File: src/rtl/result_reader_pkg.sv
// Shared definitions for result_reader: display index codes and FSM state encoding.
package result_reader_pkg;

    localparam logic [1:0] IDX_REGA   = 2'd0;
    localparam logic [1:0] IDX_REGB   = 2'd1;
    localparam logic [1:0] IDX_OPCODE = 2'd2;
    localparam logic [1:0] IDX_BUFFER = 2'd3;

    typedef enum logic {
        IDLE = 1'b0,
        SHOW = 1'b1
    } state_e;

    // Display order wraps from the buffer entry back to register A.
    function automatic logic [1:0] next_idx(input logic [1:0] idx);
        return idx + 2'd1;
    endfunction

endpackage

File: src/rtl/result_reader_rise_detect.sv
// rise_detect: registered rising-edge detector with synchronous active-high reset.
module rise_detect (
    input  logic clk_i,
    input  logic rst_i,
    input  logic d_i,
    output logic rise_o
);

    logic prev_q, prev_d;

    always_comb begin
        prev_d = d_i;
        rise_o = d_i & ~prev_q;
    end

    always_ff @(posedge clk_i) begin
        if (rst_i) begin
            prev_q <= 1'b0;
        end else begin
            prev_q <= prev_d;
        end
    end

endmodule

File: src/rtl/result_reader.sv
// result_reader: captures a processor-state snapshot on flagUC and shows one entry at a time.
// Define RESULT_READER_AUTOSCAN_EN to add the auto-advance timer (period AUTO_PERIOD cycles).
module result_reader
    import result_reader_pkg::*;
#(
    parameter int unsigned DATA_W      = 8,
    parameter int unsigned AUTO_PERIOD = 50_000_000
) (
    input  logic              clock,
    input  logic              reset,
    input  logic              flagUC,
    input  logic [DATA_W-1:0] tempRegA,
    input  logic [DATA_W-1:0] regB,
    input  logic [DATA_W-1:0] opcode,
    input  logic [DATA_W-1:0] buffer,
    input  logic              step,
    output logic [DATA_W-1:0] ledOutput,
    output logic [1:0]        choiceOut,
    output logic              valid,
    output logic              ackUC
);

    if (AUTO_PERIOD < 2) begin : g_bad_period
        $error("AUTO_PERIOD must be at least 2");
    end

    state_e            state_q, state_d;
    logic [1:0]        idx_q, idx_d;
    logic [DATA_W-1:0] rega_q, rega_d;
    logic [DATA_W-1:0] regb_q, regb_d;
    logic [DATA_W-1:0] opc_q, opc_d;
    logic [DATA_W-1:0] buf_q, buf_d;
    logic              ack_q, ack_d;
    logic              step_rise;
    logic [DATA_W-1:0] sel_val;

`ifdef RESULT_READER_AUTOSCAN_EN
    localparam int unsigned TIMER_W = $clog2(AUTO_PERIOD);
    localparam logic [TIMER_W-1:0] TIMER_LAST = TIMER_W'(AUTO_PERIOD - 1);
    logic [TIMER_W-1:0] timer_q, timer_d;
`endif

    rise_detect u_step_rise (
        .clk_i  (clock),
        .rst_i  (reset),
        .d_i    (step),
        .rise_o (step_rise)
    );

    always_comb begin
        state_d = state_q;
        idx_d   = idx_q;
        rega_d  = rega_q;
        regb_d  = regb_q;
        opc_d   = opc_q;
        buf_d   = buf_q;
        ack_d   = 1'b0;
`ifdef RESULT_READER_AUTOSCAN_EN
        timer_d = timer_q;
`endif
        // Capture has priority and swallows a coincident step edge.
        if (flagUC) begin
            rega_d  = tempRegA;
            regb_d  = regB;
            opc_d   = opcode;
            buf_d   = buffer;
            idx_d   = IDX_REGA;
            state_d = SHOW;
            ack_d   = 1'b1;
`ifdef RESULT_READER_AUTOSCAN_EN
            timer_d = '0;
`endif
        end else if (state_q == SHOW) begin
            if (step_rise) begin
                idx_d = next_idx(idx_q);
`ifdef RESULT_READER_AUTOSCAN_EN
                timer_d = '0;
            end else if (timer_q == TIMER_LAST) begin
                idx_d   = next_idx(idx_q);
                timer_d = '0;
            end else begin
                timer_d = timer_q + 1'b1;
`endif
            end
        end
    end

    always_ff @(posedge clock) begin
        if (reset) begin
            state_q <= IDLE;
            idx_q   <= IDX_REGA;
            rega_q  <= '0;
            regb_q  <= '0;
            opc_q   <= '0;
            buf_q   <= '0;
            ack_q   <= 1'b0;
`ifdef RESULT_READER_AUTOSCAN_EN
            timer_q <= '0;
`endif
        end else begin
            state_q <= state_d;
            idx_q   <= idx_d;
            rega_q  <= rega_d;
            regb_q  <= regb_d;
            opc_q   <= opc_d;
            buf_q   <= buf_d;
            ack_q   <= ack_d;
`ifdef RESULT_READER_AUTOSCAN_EN
            timer_q <= timer_d;
`endif
        end
    end

    always_comb begin
        sel_val = rega_q;
        unique case (idx_q)
            IDX_REGA:   sel_val = rega_q;
            IDX_REGB:   sel_val = regb_q;
            IDX_OPCODE: sel_val = opc_q;
            IDX_BUFFER: sel_val = buf_q;
            default:    sel_val = rega_q;
        endcase
        valid     = (state_q == SHOW);
        ledOutput = valid ? sel_val : '0;
        choiceOut = idx_q;
        ackUC     = ack_q;
    end

endmodule

File: config.mk
export PLATFORM = sky130hd
export DESIGN_NAME = result_reader
export DESIGN_NICKNAME = d
export VERILOG_FILES = /design/src/rtl/result_reader_pkg.sv /design/src/rtl/result_reader_rise_detect.sv /design/src/rtl/result_reader.sv
export SDC_FILE = /design/constraint.sdc
export NUM_CORES = 1
export LEC_CHECK = 0
export CAP_MARGIN = 20
export CORE_MARGIN = 2
export CORE_UTILIZATION = 40
export CTS_CLUSTER_DIAMETER = 50
export DETAILED_ROUTE_END_ITERATION = 12
export PLACE_DENSITY = 0.71
export SYNTH_ARGS = -nofsm -noshare
export SYNTH_HDL_FRONTEND = slang
export SYNTH_SLANG_ARGS = --single-unit
File: constraint.sdc
create_clock -name clock -period 1.9 [get_ports clock]
set_input_delay 0.38 -clock clock [delete_from_list [all_inputs] [get_ports clock]]
set_output_delay 0.38 -clock clock [all_outputs]
set_load 0.01 [all_outputs]
==> impl_metrics.py, run 1 <==
metrics = {
    "synthesis": {
        "synth_top_family_by_area": "multiplexers",
        "syn_nets": 204,
        "ys_top_cells_by_count": "37 x dfxtp_1, 34 x nor2_1, 32 x mux2i_1",
        "synth_mux_area_share_pct": 20.5,
        "syn_inst": 164,
        "synth_cell_type_count": 18,
        "synth-edff-count": 0,
        "yosys.area.top_type_share_pct": 44.2,
        "synthXorXnorAreaFrac_pct": 0,
        "synth_compound_gate_area_share_pct": 13.2,
        "yosysSeqAreaShare_pct": 44.2,
        "ys_seq_elements": 37,
        "synthTopCellsByArea": "dfxtp_1 44%, mux2i_1 19%, nor2_1 7.6%, a221oi_2 7.2%, a22oi_1 3.6%",
        "syn-cell-area_um2": 1670,
        "synth_area_leader_cell": "dfxtp_1",
        "ys.flop_type": "dfxtp_1",
        "synth.most_common_cell": "dfxtp_1",
        "yosys_warnings": 0,
        "syn_area_per_cell_um2": 10.2,
        "synthSimpleGateAreaFrac_pct": 10.5,
        "synthArstFlopShare_pct": 0,
        "synth_adder_area_share_pct": 2.99,
    },
    "timing": {
        "rsz0062_at_grt": "true",
        "slew_headroom_pct": 69.9,
        "clock_skew_ps": 0.502,
        "fmax_mhz": 531,
        "fin_crit_sh_pct": 99.1,
        "tightest_slew_ps": 451,
        "fin_ws_ps": 16.7,
        "finalSetupViolCount": 0,
        "finalHoldViolCount": 0,
        "fin_crit_ps": 1880,
        "finalMaxSlewViolations": 0,
    },
    "finish": {
        "fin_cells": 272,
        "antennaDiodeCount": 0,
        "drive_gt1_share_pct": 26.6,
        "synthToLayoutAreaGrowth_pct": 46.1,
        "layout.nets": 262,
        "n_fill_cell": 332,
    },
    "clock_network": {
        "cts_sinks": 37,
        "cts-root-buf": "clkbuf_8",
        "clk_latency_ps": 280,
        "cts.path.max_buffers": 2,
        "htree_num_levels": 2,
        "tritoncts": "yes",
        "cts_buffers": 5,
        "clk_pin_slew_ps": 70,
    },
    "power_and_ir_drop": {
        "switchingPower_uw": 394,
        "seqPwrFrac_pct": 51.6,
        "ir_worst_vdd_uv": 440,
        "p_comb_share_pct": 14.9,
        "switching_share_pct": 23.9,
        "power_frac_clock_pct": 33.5,
        "p_int_uw": 1250,
        "p_per_area_nw_per_um2": 673,
        "p_leak_uw": 0.00106,
    },
    "die": {
        "die_y_um": 68.7,
        "placementRows": 23,
        "core_region_area_um2": 4000,
        "dieArea_um2": 4720,
        "die_w_um": 68.7,
        "io_pins": 48,
        "start_util_pct": 41.9,
    },
    "detailed_routing": {
        "via_per_inst": 4.99,
        "drtAntennaViolNets": 0,
        "route.detailed.drc": 0,
        "vias": 1357,
        "drtIter0Drc": 73,
        "wl_per_cell_um": 14.5,
        "routed_wl_um": 3950,
        "first_pass_iters": 4,
    },
    "placed_design": {
        "gp_congestion": 0.734,
        "portBuffers": 47,
        "pre_cts_ws_ps": -185,
        "post-place-cells": 260,
        "dp.final_hpwl_um": 2640,
    },
    "global_route": {
        "grt_max_degree": 39,
        "use_met3_pct": 6.49,
        "gr-usage-met2_pct": 30.8,
        "grt_overflow": 0,
        "busiest_layer": "met2",
        "grt_util_met1_pct": 22.9,
        "antenna_found_initial": 0,
        "grt_pass1_vias": 1358,
        "grt_pass1_wl_um": 6370,
        "grtUsageTotal_pct": 18.7,
    },
    "worst_setup_path": {
        "r2r_end": "choiceOut[0]$_SDFFE_PP0P_",
        "worstReg2RegStart": "choiceOut[0]$_SDFFE_PP0P_",
        "r2r_slack_ps": 680,
        "worst_path_largest_cell_delay_ps": 350,
        "start_kind": "flip-flop",
        "critPathMaxFanout": 5,
        "cp.arrival_ps": 1500,
        "crit_slowest_cell": "dfxtp_2",
        "worstPathRequired_ps": 1520,
        "worstRegToRegCells": 5,
        "path_common_cell": "buf_6",
        "crit_type": "reg2out",
        "endpoint_kind": "primary output",
        "path_cells": "buf_6, ha_4, buf_6, a22oi_2, a221oi_2, buf_2",
    },
    "job": {
        "drv_cap": 0,
    },
    "worst_hold_path": {
        "holdPathEnd": "opc_q[7]$_SDFFE_PP0P_",
        "hp-start": "opc_q[7]$_SDFFE_PP0P_",
        "hp-class": "reg2reg",
        "hold_depth": 2,
    },
    "outcome": {
        "outcome": "finished, final reports clean",
    },
}
[repair_timing]
item | in CTS | in global routing
buffers inserted | 2 | 2
hold buffers | 0 | 0
hold endpoints to repair | 0 | 0
resized for setup | 58 | 5
pin swaps | 6 | 15
endpoints found under the setup margin | 8 | 8
cloned | 1 | 0
[logic make-up after synthesis]
logic type | Yosys count
and+or+nand+nor | 41
DFF | 37
muxes | 34
AOI/OAI and AO/OA | 24
buffers and inverters | 24
adders and majority gates | 4
[worst max-delay path: cells and delay by family, from the launching register on]
| kind | cells | cell delay (ps) |
|---|---|---|
| fa+ha+maj | 1 | 140 |
| flops | 1 | 350 |
| buf+inv | 3 | 410 |
| compound gates | 2 | 320 |
[power groups by stage]
stage / logic, µW / clock network [µW] / registers, µW
2_1_floorplan: 130 / 0 / 856
3_3_place_gp: 238 / 0 / 859
6_report: 246 / 551 / 849
3_5_place_dp: 243 / 0 / 862
5_1_grt: 267 / 608 / 854
4_1_cts: 248 / 570 / 848
[flip-flops by register name (all words and copies together), names as in the netlist]
name / cells
valid: 1
rega_q: 8
regb_q: 8
choiceOut: 2
u_step_rise.prev_q: 1
ackUC: 1
buf_q: 8
opc_q: 8
[cells in the final DEF (no fill, tap or decap)]
cell type	instances
clkdlybuf4s50_1	36
dfxtp_1	35
nor2_1	34
mux2i_1	32
inv_1	9
buf_2	9
a22oi_2	8
a221oi_2	8
a21oi_1	7
buf_4	7
buf_6	7
clkbuf_8	6
ha_4	4
nor3b_1	3
inv_2	2
mux2_2	2
nor2b_1	2
dfxtp_2	2
dlymetal6s2s_1	2
buf_12	2
a21oi_2	1
nor3_1	1
and3b_1	1
clkbuf_1	1
buf_16	1
[layer usage]
layer  up-vias  share of wire (%)
li1        679                  -
met1       638                 45
met2        34                 47
met3         6                6.3
met4         0                1.3
met5         -                  0
[how the worst max path moves through the flow]
stage / start / end / slack (ps)
global route: choiceOut[1]$_SDFFE_PP0P_ / ledOutput[6] / -60
floorplan: choiceOut[0]$_SDFFE_PP0P_ / ledOutput[0] / 210
CTS: choiceOut[0]$_SDFFE_PP0P_ / ledOutput[4] / 7
finish: choiceOut[0]$_SDFFE_PP0P_ / ledOutput[4] / 20
global placement: choiceOut[0]$_SDFFE_PP0P_ / ledOutput[4] / -140
detailed placement: choiceOut[0]$_SDFFE_PP0P_ / ledOutput[4] / -180
[metrics by stage]
step / utilization (%) / hold slack (ps) / TNS (ps) / power [µW] / cell area, µm²
detailed placement: 55.4 / 486 / -1340 / 1100 / 2210
CTS: 60.4 / 505 / 0 / 1670 / 2410
finish: 61.2 / 505 / 0 / 1650 / 2450
floorplan: - / 460 / 0 / 986 / 1670
global route: 61.2 / 540 / -302 / 1730 / 2450
global placement: 55.4 / 473 / -1000 / 1100 / 2210
[layout make-up]
| class | count | area [µm²] | area share [%] |
|---|---|---|---|
| Multi-Input combinational cell | 103 | 883 | 36.1 |
| Clock buffer | 7 | 86.3 | 3.53 |
| Timing Repair Buffer | 64 | 629 | 25.7 |
| Sequential cell | 37 | 743 | 30.4 |
| Inverter | 11 | 41.3 | 1.69 |
| Tap cell | 50 | 62.6 | 2.56 |
(Power assumes the default switching activity.)
==> inputs of run 2 (changes only) <==
--- a/config.mk
+++ b/config.mk
@@ -6,11 +6,14 @@
 export NUM_CORES = 1
 export LEC_CHECK = 0
 export CAP_MARGIN = 20
+export CELL_PAD_IN_SITES_DETAIL_PLACEMENT = 1
+export CELL_PAD_IN_SITES_GLOBAL_PLACEMENT = 1
 export CORE_MARGIN = 2
-export CORE_UTILIZATION = 40
+export CORE_UTILIZATION = 35
 export CTS_CLUSTER_DIAMETER = 50
 export DETAILED_ROUTE_END_ITERATION = 12
-export PLACE_DENSITY = 0.71
+export PLACE_DENSITY = 0.8
 export SYNTH_ARGS = -nofsm -noshare
 export SYNTH_HDL_FRONTEND = slang
 export SYNTH_SLANG_ARGS = --single-unit
+export TNS_END_PERCENT = 30
==> run 2 against run 1 <==
  * The run now ends with negative setup slack left
  * Worst hold slack hardly changed
  * Critical path depth stayed put
  * Setup slack worse by 63 ps
  * Maximum frequency is 3.3% lower
  * Non-clock buffer count is 7 higher
  * Routed wire length is 14% higher
  * Largest cell class unchanged
  * Sequential cell count stayed put
  * Largest power group unchanged
==> impl_metrics.py, run 2 (same netlist as run 1, synthesis figures left out) <==
metrics = {
    "finish": {
        "antennaDiodeCount": 0,
        "layout.nets": 269,
        "final_common_cell": "clkdlybuf4s50_1",
        "final_cell_mix": "38 x clkdlybuf4s50_1, 35 x dfxtp_1, 34 x nor2_1",
        "synthToLayoutAreaGrowth_pct": 52.1,
        "fin_cells": 284,
        "drive_gt1_share_pct": 31.7,
        "n_fill_cell": 521,
    },
    "placed_design": {
        "post-place-cells": 269,
        "dp.final_hpwl_um": 2810,
        "portBuffers": 47,
        "gp_congestion": 0.797,
    },
    "die": {
        "io_pins": 48,
        "placementRows": 25,
        "die_w_um": 73.2,
        "die_y_um": 73.2,
        "core_region_area_um2": 4660,
        "dieArea_um2": 5350,
        "start_util_pct": 35.9,
    },
    "worst_setup_path": {
        "r2r_end": "choiceOut[1]$_SDFFE_PP0P_",
        "start_kind": "flip-flop",
        "critPathMaxFanout": 6,
        "cp.arrival_ps": 1570,
        "r2r_slack_ps": 770,
        "endpoint_kind": "primary output",
        "worstReg2RegStart": "choiceOut[1]$_SDFFE_PP0P_",
        "worstPathRequired_ps": 1520,
        "crit_type": "reg2out",
        "worstRegToRegCells": 4,
    },
    "power_and_ir_drop": {
        "switching_share_pct": 24.7,
        "seqPwrFrac_pct": 49.2,
        "p_leak_uw": 0.00106,
        "ir_worst_vdd_uv": 333,
        "p_per_area_nw_per_um2": 678,
        "p_comb_share_pct": 15.0,
        "switchingPower_uw": 426,
        "p_int_uw": 1300,
        "power_frac_clock_pct": 35.8,
    },
    "clock_network": {
        "cts_sinks": 37,
        "cts.path.max_buffers": 2,
        "cts-root-buf": "clkbuf_8",
        "clk_latency_ps": 290,
        "cts_buffers": 5,
        "tritoncts": "yes",
        "clk_pin_slew_ps": 70,
        "htree_num_levels": 2,
    },
    "timing": {
        "setup_tns_ps": -190,
        "finalMaxSlewViolations": 0,
        "fin_crit_ps": 1950,
        "finalHoldViolCount": 0,
        "clock_skew_ps": 0.182,
        "fin_crit_sh_pct": 102,
        "finalSetupViolCount": 8,
        "tightest_slew_ps": 442,
        "fmax_mhz": 514,
        "fin_ws_ps": -46.7,
        "slew_headroom_pct": 70.5,
        "rsz0062_at_grt": "true",
    },
    "global_route": {
        "grt_overflow": 0,
        "grtUsageTotal_pct": 17.4,
        "antenna_found_initial": 0,
        "grt_pass1_vias": 1418,
        "grt_pass1_wl_um": 6950,
        "grt_max_degree": 39,
    },
    "detailed_routing": {
        "via_per_inst": 4.86,
        "routed_wl_um": 4490,
        "drtIter0Drc": 44,
        "first_pass_iters": 4,
        "drtAntennaViolNets": 0,
        "route.detailed.drc": 0,
        "vias": 1380,
        "wl_per_cell_um": 15.8,
    },
    "worst_hold_path": {
        "hp-class": "reg2reg",
        "holdPathEnd": "rega_q[6]$_SDFFE_PP0P_",
        "hp-start": "rega_q[6]$_SDFFE_PP0P_",
        "hold_depth": 2,
    },
    "outcome": {
        "outcome": "finished, violations left",
        "violations": "negative setup slack",
    },
    "job": {
        "drv_cap": 0,
    },
}
-- run 2: cell count changes in the layout (fill, tap and decap cells not counted) --
cell and delta:
clkinv_2 +1, buf_6 +7, clkbuf_8 +1, a21oi_4 +1
clkbuf_1 -1, a21oi_2 +4, buf_16 -1, a21oi_1 -5
clkdlybuf4s50_1 +2, dlymetal6s2s_1 -2, buf_4 +1
-- run 2: per-stage QoR --
stage               hold WS (ps)  utilization (%)  power, µW  instance area, µm²  setup WS (ps)
finish                       505             54.6       1730                2550          -46.7
global route                 532             54.6       1800                2550           -118
CTS                          507             53.2       1730                2480          -33.6
detailed placement           486             48.2       1110                2240           -297
global placement             472             48.2       1100                2240           -261
floorplan                    460                -        986                1670            205
-- run 2: worst max path at each step --
stage | start | cells past startpoint | end | slack, ps
after floorplan | choiceOut[0]$_SDFFE_PP0P_ | 5 | ledOutput[0] | 210
after global placement | choiceOut[0]$_SDFFE_PP0P_ | 5 | ledOutput[2] | -260
after detailed placement | choiceOut[1]$_SDFFE_PP0P_ | 5 | ledOutput[2] | -300
after CTS | choiceOut[1]$_SDFFE_PP0P_ | 7 | ledOutput[5] | -30
after global routing | choiceOut[0]$_SDFFE_PP0P_ | 7 | ledOutput[6] | -120
final | choiceOut[1]$_SDFFE_PP0P_ | 6 | ledOutput[5] | -50
-- run 2: cell type report --
cell class,count,area [µm²],share of cell area [%]
Clock buffer,7,96.3,3.78
Clock inverter,1,5.00,0.197
Inverter,11,41.3,1.62
Multi-Input combinational cell,103,910,35.7
Sequential cell,37,743,29.2
Tap cell,54,67.6,2.65
Timing Repair Buffer,71,683,26.8
-- run 2: worst max-delay path, stage by stage, from the launching register on --
cell and delay, ps:
dfxtp_2 350, inv_2 60, ha_4 170, buf_6 130, buf_4 130, a221oi_2 260, buf_2 180
-- run 2: per-layer routing --
metal  vias to the layer above  track usage [%]  part of all wire [%]
li1                        695                -                     -
met1                       642             21.4                    44
met2                        35             28.1                    50
met3                         8             5.94                   4.3
met4                         0             6.38                   1.7
met5                         -                0                     0
-- run 2: repair_timing --
item | in CTS | in global routing
hold buffers | 0 | 0
endpoints found under the setup margin | 8 | 8
pin swaps | 5 | 10
setup buffers | 3 | 4
resized for setup | 67 | 7
endpoints found under the hold margin | 0 | 0
-- run 2: power groups by stage --
stage | sequential (µW) | clock [µW] | combinational, µW
finish | 849 | 617 | 259
global route | 854 | 665 | 282
CTS | 848 | 633 | 251
detailed placement | 862 | 0 | 246
global placement | 860 | 0 | 243
floorplan | 856 | 0 | 130
==> inputs of run 3 (changes only) <==
--- a/config.mk
+++ b/config.mk
@@ -13,6 +13,7 @@
 export CTS_CLUSTER_DIAMETER = 50
 export DETAILED_ROUTE_END_ITERATION = 12
 export PLACE_DENSITY = 0.8
+export REMOVE_ABC_BUFFERS = 1
 export SYNTH_ARGS = -nofsm -noshare
 export SYNTH_HDL_FRONTEND = slang
 export SYNTH_SLANG_ARGS = --single-unit
==> run 3 against run 2 <==
  * The run still ends with negative setup slack left
  * Worst hold slack got worse by 4.2 ps
  * Count of clock-buffer cells in the layout shrank 1
  * First-iteration DRC count is 39% higher
  * Sequential cell count stayed put
  * Clock power decreased by 14%
  * Critical path depth stayed put
  * Critical path type unchanged
  * Largest cell class unchanged
==> impl_metrics.py, run 3 (same netlist as run 1, synthesis figures left out) <==
metrics = {
    "global_route": {
        "grtUsageTotal_pct": 16.4,
        "busiest_layer": "met2",
        "use_met3_pct": 5.66,
        "antenna_found_initial": 0,
        "grt_pass1_vias": 1362,
        "grt_pass1_wl_um": 6610,
        "grt_util_met1_pct": 20.5,
        "grt_max_degree": 22,
        "gr-usage-met2_pct": 26.8,
        "grt_overflow": 0,
    },
    "finish": {
        "layout.nets": 261,
        "final_area_um2": 2400,
        "utilization_pct": 51.5,
        "final_cell_mix": "38 x clkdlybuf4s50_1, 35 x dfxtp_1, 34 x nor2_1",
        "drive_gt1_share_pct": 24.3,
        "final_common_cell": "clkdlybuf4s50_1",
        "antennaDiodeCount": 0,
        "synthToLayoutAreaGrowth_pct": 43.4,
    },
    "die": {
        "start_util_pct": 35.9,
        "io_pins": 48,
        "core_region_area_um2": 4660,
        "die_y_um": 73.2,
        "die_w_um": 73.2,
        "dieArea_um2": 5350,
        "placementRows": 25,
    },
    "clock_network": {
        "cts.path.max_buffers": 2,
        "tritoncts": "yes",
        "htree_num_levels": 2,
        "cts-root-buf": "clkbuf_8",
        "cts_sinks": 37,
        "cts_buffers": 5,
        "clk_latency_ps": 280,
        "ctsHoldBuffers": 0,
        "clk_pin_slew_ps": 80,
    },
    "job": {
        "drv_cap": 0,
    },
    "detailed_routing": {
        "vias": 1373,
        "routed_wl_um": 4340,
        "route.detailed.drc": 0,
        "drtAntennaViolNets": 0,
        "drtIter0Drc": 61,
        "wl_per_cell_um": 15.7,
        "via_per_inst": 4.97,
        "first_pass_iters": 5,
    },
    "worst_setup_path": {
        "endpoint_kind": "primary output",
        "start_kind": "flip-flop",
        "crit_type": "reg2out",
        "critPathMaxFanout": 6,
        "worstPathRequired_ps": 1520,
        "startpoint": "choiceOut[0]$_SDFFE_PP0P_",
        "worstReg2RegStart": "choiceOut[0]$_SDFFE_PP0P_",
        "cp.arrival_ps": 1530,
    },
    "timing": {
        "finalMaxSlewViolations": 0,
        "tightest_slew_ps": 494,
        "fin_crit_ps": 1910,
        "fin_crit_sh_pct": 100,
        "rsz0062_at_grt": "true",
        "fin_hold_ws_ps": 501,
        "clock_skew_ps": 2.60,
        "fin_ws_ps": -7.61,
        "slew_headroom_pct": 67.0,
        "finalSetupViolCount": 1,
        "fmax_mhz": 524,
        "finalHoldViolCount": 0,
    },
    "placed_design": {
        "place_area_um2": 2230,
        "pre_cts_ws_ps": -218,
        "dp.final_hpwl_um": 2900,
        "portBuffers": 47,
        "gp_congestion": 0.730,
    },
    "power_and_ir_drop": {
        "ir_worst_vdd_uv": 334,
        "p_leak_uw": 0.00101,
        "power.total_uw": 1620,
        "p_per_area_nw_per_um2": 677,
    },
    "worst_hold_path": {
        "hp-start": "rega_q[3]$_SDFFE_PP0P_",
        "hp-class": "reg2reg",
    },
    "outcome": {
        "outcome": "finished, violations left",
        "violations": "negative setup slack",
    },
}
## run 3: changes by cell type in the layout (fill, tap and decap cells not counted), moves of 2 or more
cell / delta
inv_4: +2
a21oi_2: -3
dfxtp_2: -2
clkbuf_8: -2
inv_2: -2
buf_6: -8
a21oi_1: +4
a22oi_2: -6
dfxtp_4: +2
a22oi_1: +6
## run 3: path summary, 6_finish.rpt
path,end,slack [ps],depth (start not counted)
hold reg to reg,rega_q[3]$_SDFFE_PP0P_,500,2
setup reg to reg,choiceOut[1]$_SDFFE_PP0P_,720,4
hold / removal,rega_q[3]$_SDFFE_PP0P_,500,2
setup / recovery,ledOutput[2],-8,6
## run 3: metrics by stage
step | setup TNS, ps | cells
6_report | -7.61 | 276
5_1_grt | -453 | 276
4_1_cts | -5.94 | 276
3_5_place_dp | -1500 | 267
3_3_place_gp | -1070 | 267
2_1_floorplan | 0 | 151
## run 3: area by class of cell
class | instances | area (µm²)
clock buffer | 6 | 72.6
clock inverter | 2 | 10.0
fill | 527 | 2260
inverter | 11 | 46.3
multi-input combinational | 103 | 868
sequential | 37 | 748
tap | 54 | 67.6
timing repair buffer | 63 | 588
## run 3: critical path: stages (launching register included)
cell and delay (ps):
dfxtp_4 380, inv_4 90, ha_4 170, buf_6 140, a21oi_1 50, a221oi_2 240, buf_2 170
## run 3: routing by layer
metal / vias to the layer above / wire [µm] / share of wire [%]
met5: - / 0 / 0
met4: 0 / 27 / 0.62
met3: 4 / 195 / 4.5
met2: 32 / 2190 / 50
met1: 662 / 1930 / 44
li1: 675 / - / -
## run 3: timing repair
item,4_1_cts,5_1_grt
endpoints found under the setup margin,8,8
gates resized for setup,43,19
buffers inserted,0,0
gates cloned,1,0
pin swaps,0,8
## run 3: power by group
part           switching (µW)  internal [µW]
Clock                     277            254
Combinational             106            144
Sequential               26.1            818
==> variant 1: new RTL, settings of run 2 <==
Change the parameter `DATA_W` from 8 to 12.
--- a/src/rtl/result_reader.sv
+++ b/src/rtl/result_reader.sv
@@ -5,3 +5,3 @@
 #(
-    parameter int unsigned DATA_W      = 8,
+    parameter int unsigned DATA_W      = 12,
     parameter int unsigned AUTO_PERIOD = 50_000_000
Interface: changed (5 resized); port bits go from 48 to 68. No check against the original RTL was run, so the function may have changed too.
==> variant 1 against run 2 <==
The run ends with DRC, setup timing left; sequential cell count grew 16; critical path depth is the same; synthesized area grew 40%; design area grew 33%; core utilization shrank 1.9 points; power grew 38%; worst setup slack lost 0.058 ns; clock skew grew 0.0030 ns; wire length grew 58%; first-iteration DRC count shrank 4.5%; critical path type unchanged.
==> variant 1: results (changes against run 2) <==
Pleak=1.409 nW (+32%); top post-synthesis cells by area=dfxtp_1 45%, mux2i_1 20%, nor2_1 8.0%; placer congestion estimate=0.7342 (-7.9%); fraction of layout cells with a size suffix above 1=0.2288 (-0.08863); count of different cell masters after synthesis=19 (+1); Critical Path AT=1.62 ns (+0.05 ns); post-synthesis sequential area ratio=0.4523 (+0.009815); vias=1947 (+41%); Max Clock Skew=0.003176 ns (+0.002994 ns); largest net degree at the start of global routing=55 (+41%); DRT Pass-1 Iters=10 (+6); clock tree buffer depth=2 (unchanged); # fillers=701 (+35%); first-pass GRT wire length=11140 um (+60%); failing checks=DRC, setup timing; R2R setup slack=0.69 ns (-0.08 ns); Worst slew margin=0.5684 (-0.1367); Synth top cells by count=53 x dfxtp_1, 50 x nor2_1, 48 x mux2i_1, 15 x inv_1; VDD IR max=0.3439 mV (+3.2%); start point of the worst hold path=rega_q[6]; final setup TNS=-0.9511 ns (-0.7607 ns); nets=361 (+34%); IO Port Bufs=67 (+43%); Iter 0 DRT Violations=42 (-4.5%); number of global-route vias before repair=2095 (+48%); clk slew on worst S/H paths=0.09 ns (+0.02 ns); R2R Path Start=choiceOut[1]; HPWL Detailed=4326 um (+54%); syn nets=289 (+42%); setup violators final=12 (+4); total wire length=7110 um (+58%); GRT Total Usage=0.1965 (+0.02224); Final WS setup=-0.1049 ns (-0.05818 ns); outcome=complete, but fails checks; crit path max fanout=12 (+6); DRC viols=2 (+2)
variant 1: kinds of logic after synthesis:
kind of cell	count (synthesis)	share of synthesized area
AND/OR/NAND/NOR	57	0.1008
multiplexers	50	0.2144
flip-flops	53	0.4523
AO/OA/AOI/OAI	36	0.1301
buffers and inverters	33	0.08106
adder cells (fa/ha/maj)	4	0.02133
variant 1: stage by stage:
stage	area (um2)	std cells	worst slack, ns	hold slack, ns
CTS	3336	383	-0.1005	0.5082
detailed placement	3107	374	-0.3020	0.4849
global placement	3107	374	-0.2439	0.4734
finish	3385	383	-0.1049	0.5039
floorplan	2346	233	0.1231	0.4604
global route	3385	383	-0.1897	0.5346
variant 1: what timing repair did:
| action | CTS | global route |
|---|---|---|
| setup endpoints to repair | 12 | 12 |
| gates resized for setup | 78 | 10 |
| buffers inserted | 0 | 0 |
| cloned | 1 | 0 |
| hold buffers | 0 | 0 |
| pin swaps | 9 | 9 |
variant 1: worst max-delay path by stage:
stage | from | end | slack, ns
finish | choiceOut[0] | ledOutput[10] | -0.10
global route | choiceOut[0] | ledOutput[3] | -0.19
CTS | choiceOut[0] | ledOutput[3] | -0.10
detailed placement | choiceOut[1] | ledOutput[1] | -0.30
global placement | choiceOut[0] | ledOutput[1] | -0.24
floorplan | choiceOut[0] | ledOutput[1] | 0.12
variant 1: layout make-up:
| cell class | count | area [um2] | share of cell area |
|---|---|---|---|
| clock buffer | 7 | 86.33 | 0.02551 |
| clock inverter | 1 | 30.03 | 0.008872 |
| inverter | 15 | 58.81 | 0.01738 |
| multi-input combinational | 147 | 1256 | 0.3712 |
| sequential | 53 | 1069 | 0.3157 |
| tap | 77 | 96.34 | 0.02847 |
| timing repair buffer | 83 | 788.3 | 0.2329 |
variant 1: per-layer routing:
layer / track usage / wire length [um]
met1: 0.2484 / 3196
met2: 0.3256 / 3463
met3: 0.04235 / 280
met4: 0.07792 / 170
met5: 0 / 0
variant 1: worst max-delay path, stage by stage (launching register included):
cell and delay [ns]:
dfxtp_4 0.38, inv_2 0.10, ha_4 0.19, buf_12 0.15, a21oi_2 0.05, a221oi_4 0.27, buf_2 0.18
variant 1: power by group:
part / leakage (nW) / internal (mW) / total (mW) / switching (mW)
registers: 0.439 / 1.17 / 1.22 / 0.0484
logic: 0.911 / 0.206 / 0.368 / 0.162
clock network: 0.0585 / 0.430 / 0.791 / 0.362
==> variant 2: new RTL, flow settings as in run 2 <==
Without the edit above. Register the output `ledOutput`, with the module's reset; this adds one clock of latency there. The other outputs are not delayed to match.
--- a/src/rtl/result_reader.sv
+++ b/src/rtl/result_reader.sv
@@ -21,2 +21,4 @@
 );
+
+    logic [DATA_W-1:0] ledOutput_d;
 
@@ -123,3 +125,3 @@
         valid     = (state_q == SHOW);
-        ledOutput = valid ? sel_val : '0;
+        ledOutput_d = valid ? sel_val : '0;
         choiceOut = idx_q;
@@ -128,2 +130,10 @@
 
+    always_ff @(posedge clock) begin
+        if (reset) begin
+            ledOutput <= '0;
+        end else begin
+            ledOutput <= ledOutput_d;
+        end
+    end
+
 endmodule
Behaviour: not the same (a bounded check fails within 4 cycles, from zero or initial values and one cycle with reset high).
==> variant 2 against run 2 <==
Via count decreased by 0.72%; sequential share of layout area increased by 7.9 points; final cell count increased by 2.1%; largest cell class is now sequential cells; power increased by 5.8%; design area decreased by 4.5%; sequential cell count increased by 8; worst setup slack improved by 0.25 ns; synthesized area increased by 13%; global-route usage decreased by 2.9 points; critical path depth decreased by 5; wire length decreased by 7.5%; synthesized cell count increased by 5.5%.
==> variant 2: results (changes against run 2) <==
Placed Instances=282 (+4.8%); r2r endpoint=ledOutput[0]; Worst slew margin=0.7613 (+0.05621); predominant post-synthesis flop cell=dfxtp_1; largest net degree at the start of global routing=38 (-2.6%); diodes inserted=0 (unchanged); hold endpoint=ledOutput[5]; start point of the worst hold path=rega_q[5]; slowest stage cell, crit path=clkdlybuf4s50_1; post-synthesis sequential area ratio=0.4771 (+0.03469); number of gates resized after cts=0 (-100%); family with the most delay on the worst path=buffers and inverters; crit path max fanout=6 (unchanged); outcome=completed; syn nets=213 (+4.4%); Mean Syn Cell Area=10.91 um2 (+6.9%); placer congestion estimate=0.7148 (-10%); VDD IR max=0.3107 mV (-6.8%); count of different cell masters after synthesis=21 (+3); WHS=0.4755 ns (-0.02944 ns); Pleak=0.9873 nW (-7.3%); Iter 0 DRT Violations=48 (+9.1%); clock tree buffer depth=2 (unchanged); Synth top cells by count=45 x dfxtp_1, 33 x nor2_1, 32 x mux2i_1, 11 x inv_1; first-pass GRT wire length=6810 um (-2.0%); postcts setup bufs=0 (-3); Critical Path AT=1.31 ns (-0.26 ns); CTS buffer count=5 (unchanged); antenna violations before repair=0 (unchanged); asr flop ratio synth=0 (unchanged); DRT Pass-1 Iters=4 (unchanged); clk slew on worst S/H paths=0.08 ns; DRC viols=0 (unchanged); Min-Delay Path Class=register to register; R2R Path Start=choiceOut[0]; Reg2Reg Depth=5 (+1); fraction of layout cells with a size suffix above 1=0.1091 (-0.2083); vias=1370 (-0.72%); R2R setup slack=0.53 ns (-0.24 ns); top post-synthesis cells by area=dfxtp_1 48%, mux2i_1 17%, nor2_1 6.6%; # fillers=571 (+9.6%); Root Buffer=clkbuf_8; hold path depth=2 (unchanged); IO Port Bufs=47 (unchanged); pre-CTS WS=0.3099 ns (+0.6068 ns); Clk Latency, worst-skew pair=0.29 ns (about the same); Yosys Warn Count=0 (unchanged); nets=259 (-3.7%); Max Clock Skew=0.003725 ns (+0.003544 ns); sw power=0.4291 mW (+0.65%); H-tree depth=2 (unchanged); GRT Total Usage=0.1453 (-0.02894); Critical Path Max Stage Delay=0.58 ns (+0.23 ns); WL per Instance=14.32 um (-9.5%); HPWL Detailed=2998 um (+6.6%); final non-filler cell total=290 (+2.1%)
## variant 2: kinds of logic after synthesis
kind of cell	count (synthesis)	share of synthesized area
AO/OA/AOI/OAI	25	0.1233
adder cells (fa/ha/maj)	4	0.02651
buffers and inverters	25	0.1001
flip-flops	45	0.4771
multiplexers	34	0.1816
AND/OR/NAND/NOR	40	0.09145
## variant 2: how the worst max path moves through the flow
stage                         to  slack, ns         start
CTS                 choiceOut[0]       0.19  choiceOut[0]
detailed placement         valid       0.31         reset
global placement    ledOutput[7]       0.34         reset
finish              choiceOut[0]       0.21  choiceOut[0]
floorplan           ledOutput[0]       0.61  choiceOut[0]
global route        choiceOut[0]       0.13  choiceOut[0]
## variant 2: per-layer routing
metal / wire length, um / vias up / GRT usage
met5: 0 / - / 0
met4: 53 / 0 / 0.05357
met3: 192 / 5 / 0.04186
met2: 2016 / 32 / 0.2330
met1: 1892 / 649 / 0.1854
li1: - / 684 / -
## variant 2: per-stage QoR
stage                     total power, mW  instance area, um2
after CTS                           1.854                2431
after detailed placement            1.288                2351
final                               1.825                2431
after floorplan                     1.177                1888
after global routing                1.915                2431
after global placement              1.281                2351
## variant 2: power by group through the flow
stage                     Combinational (mW)  Clock, mW  Sequential (mW)
final                                  0.240      0.563             1.02
after global routing                   0.265      0.623             1.03
after CTS                              0.245      0.586             1.02
after detailed placement               0.244          0             1.04
after global placement                 0.238          0             1.04
after floorplan                        0.139          0             1.04
## variant 2: final cells by class
class | count | area (um2) | share of cell area
Timing Repair Buffer | 53 | 523.0 | 0.2151
Multi-Input combinational cell | 103 | 798.3 | 0.3284
Sequential cell | 45 | 900.9 | 0.3706
Tap cell | 70 | 87.58 | 0.03603
Inverter | 11 | 41.29 | 0.01698
Clock buffer | 8 | 80.08 | 0.03294
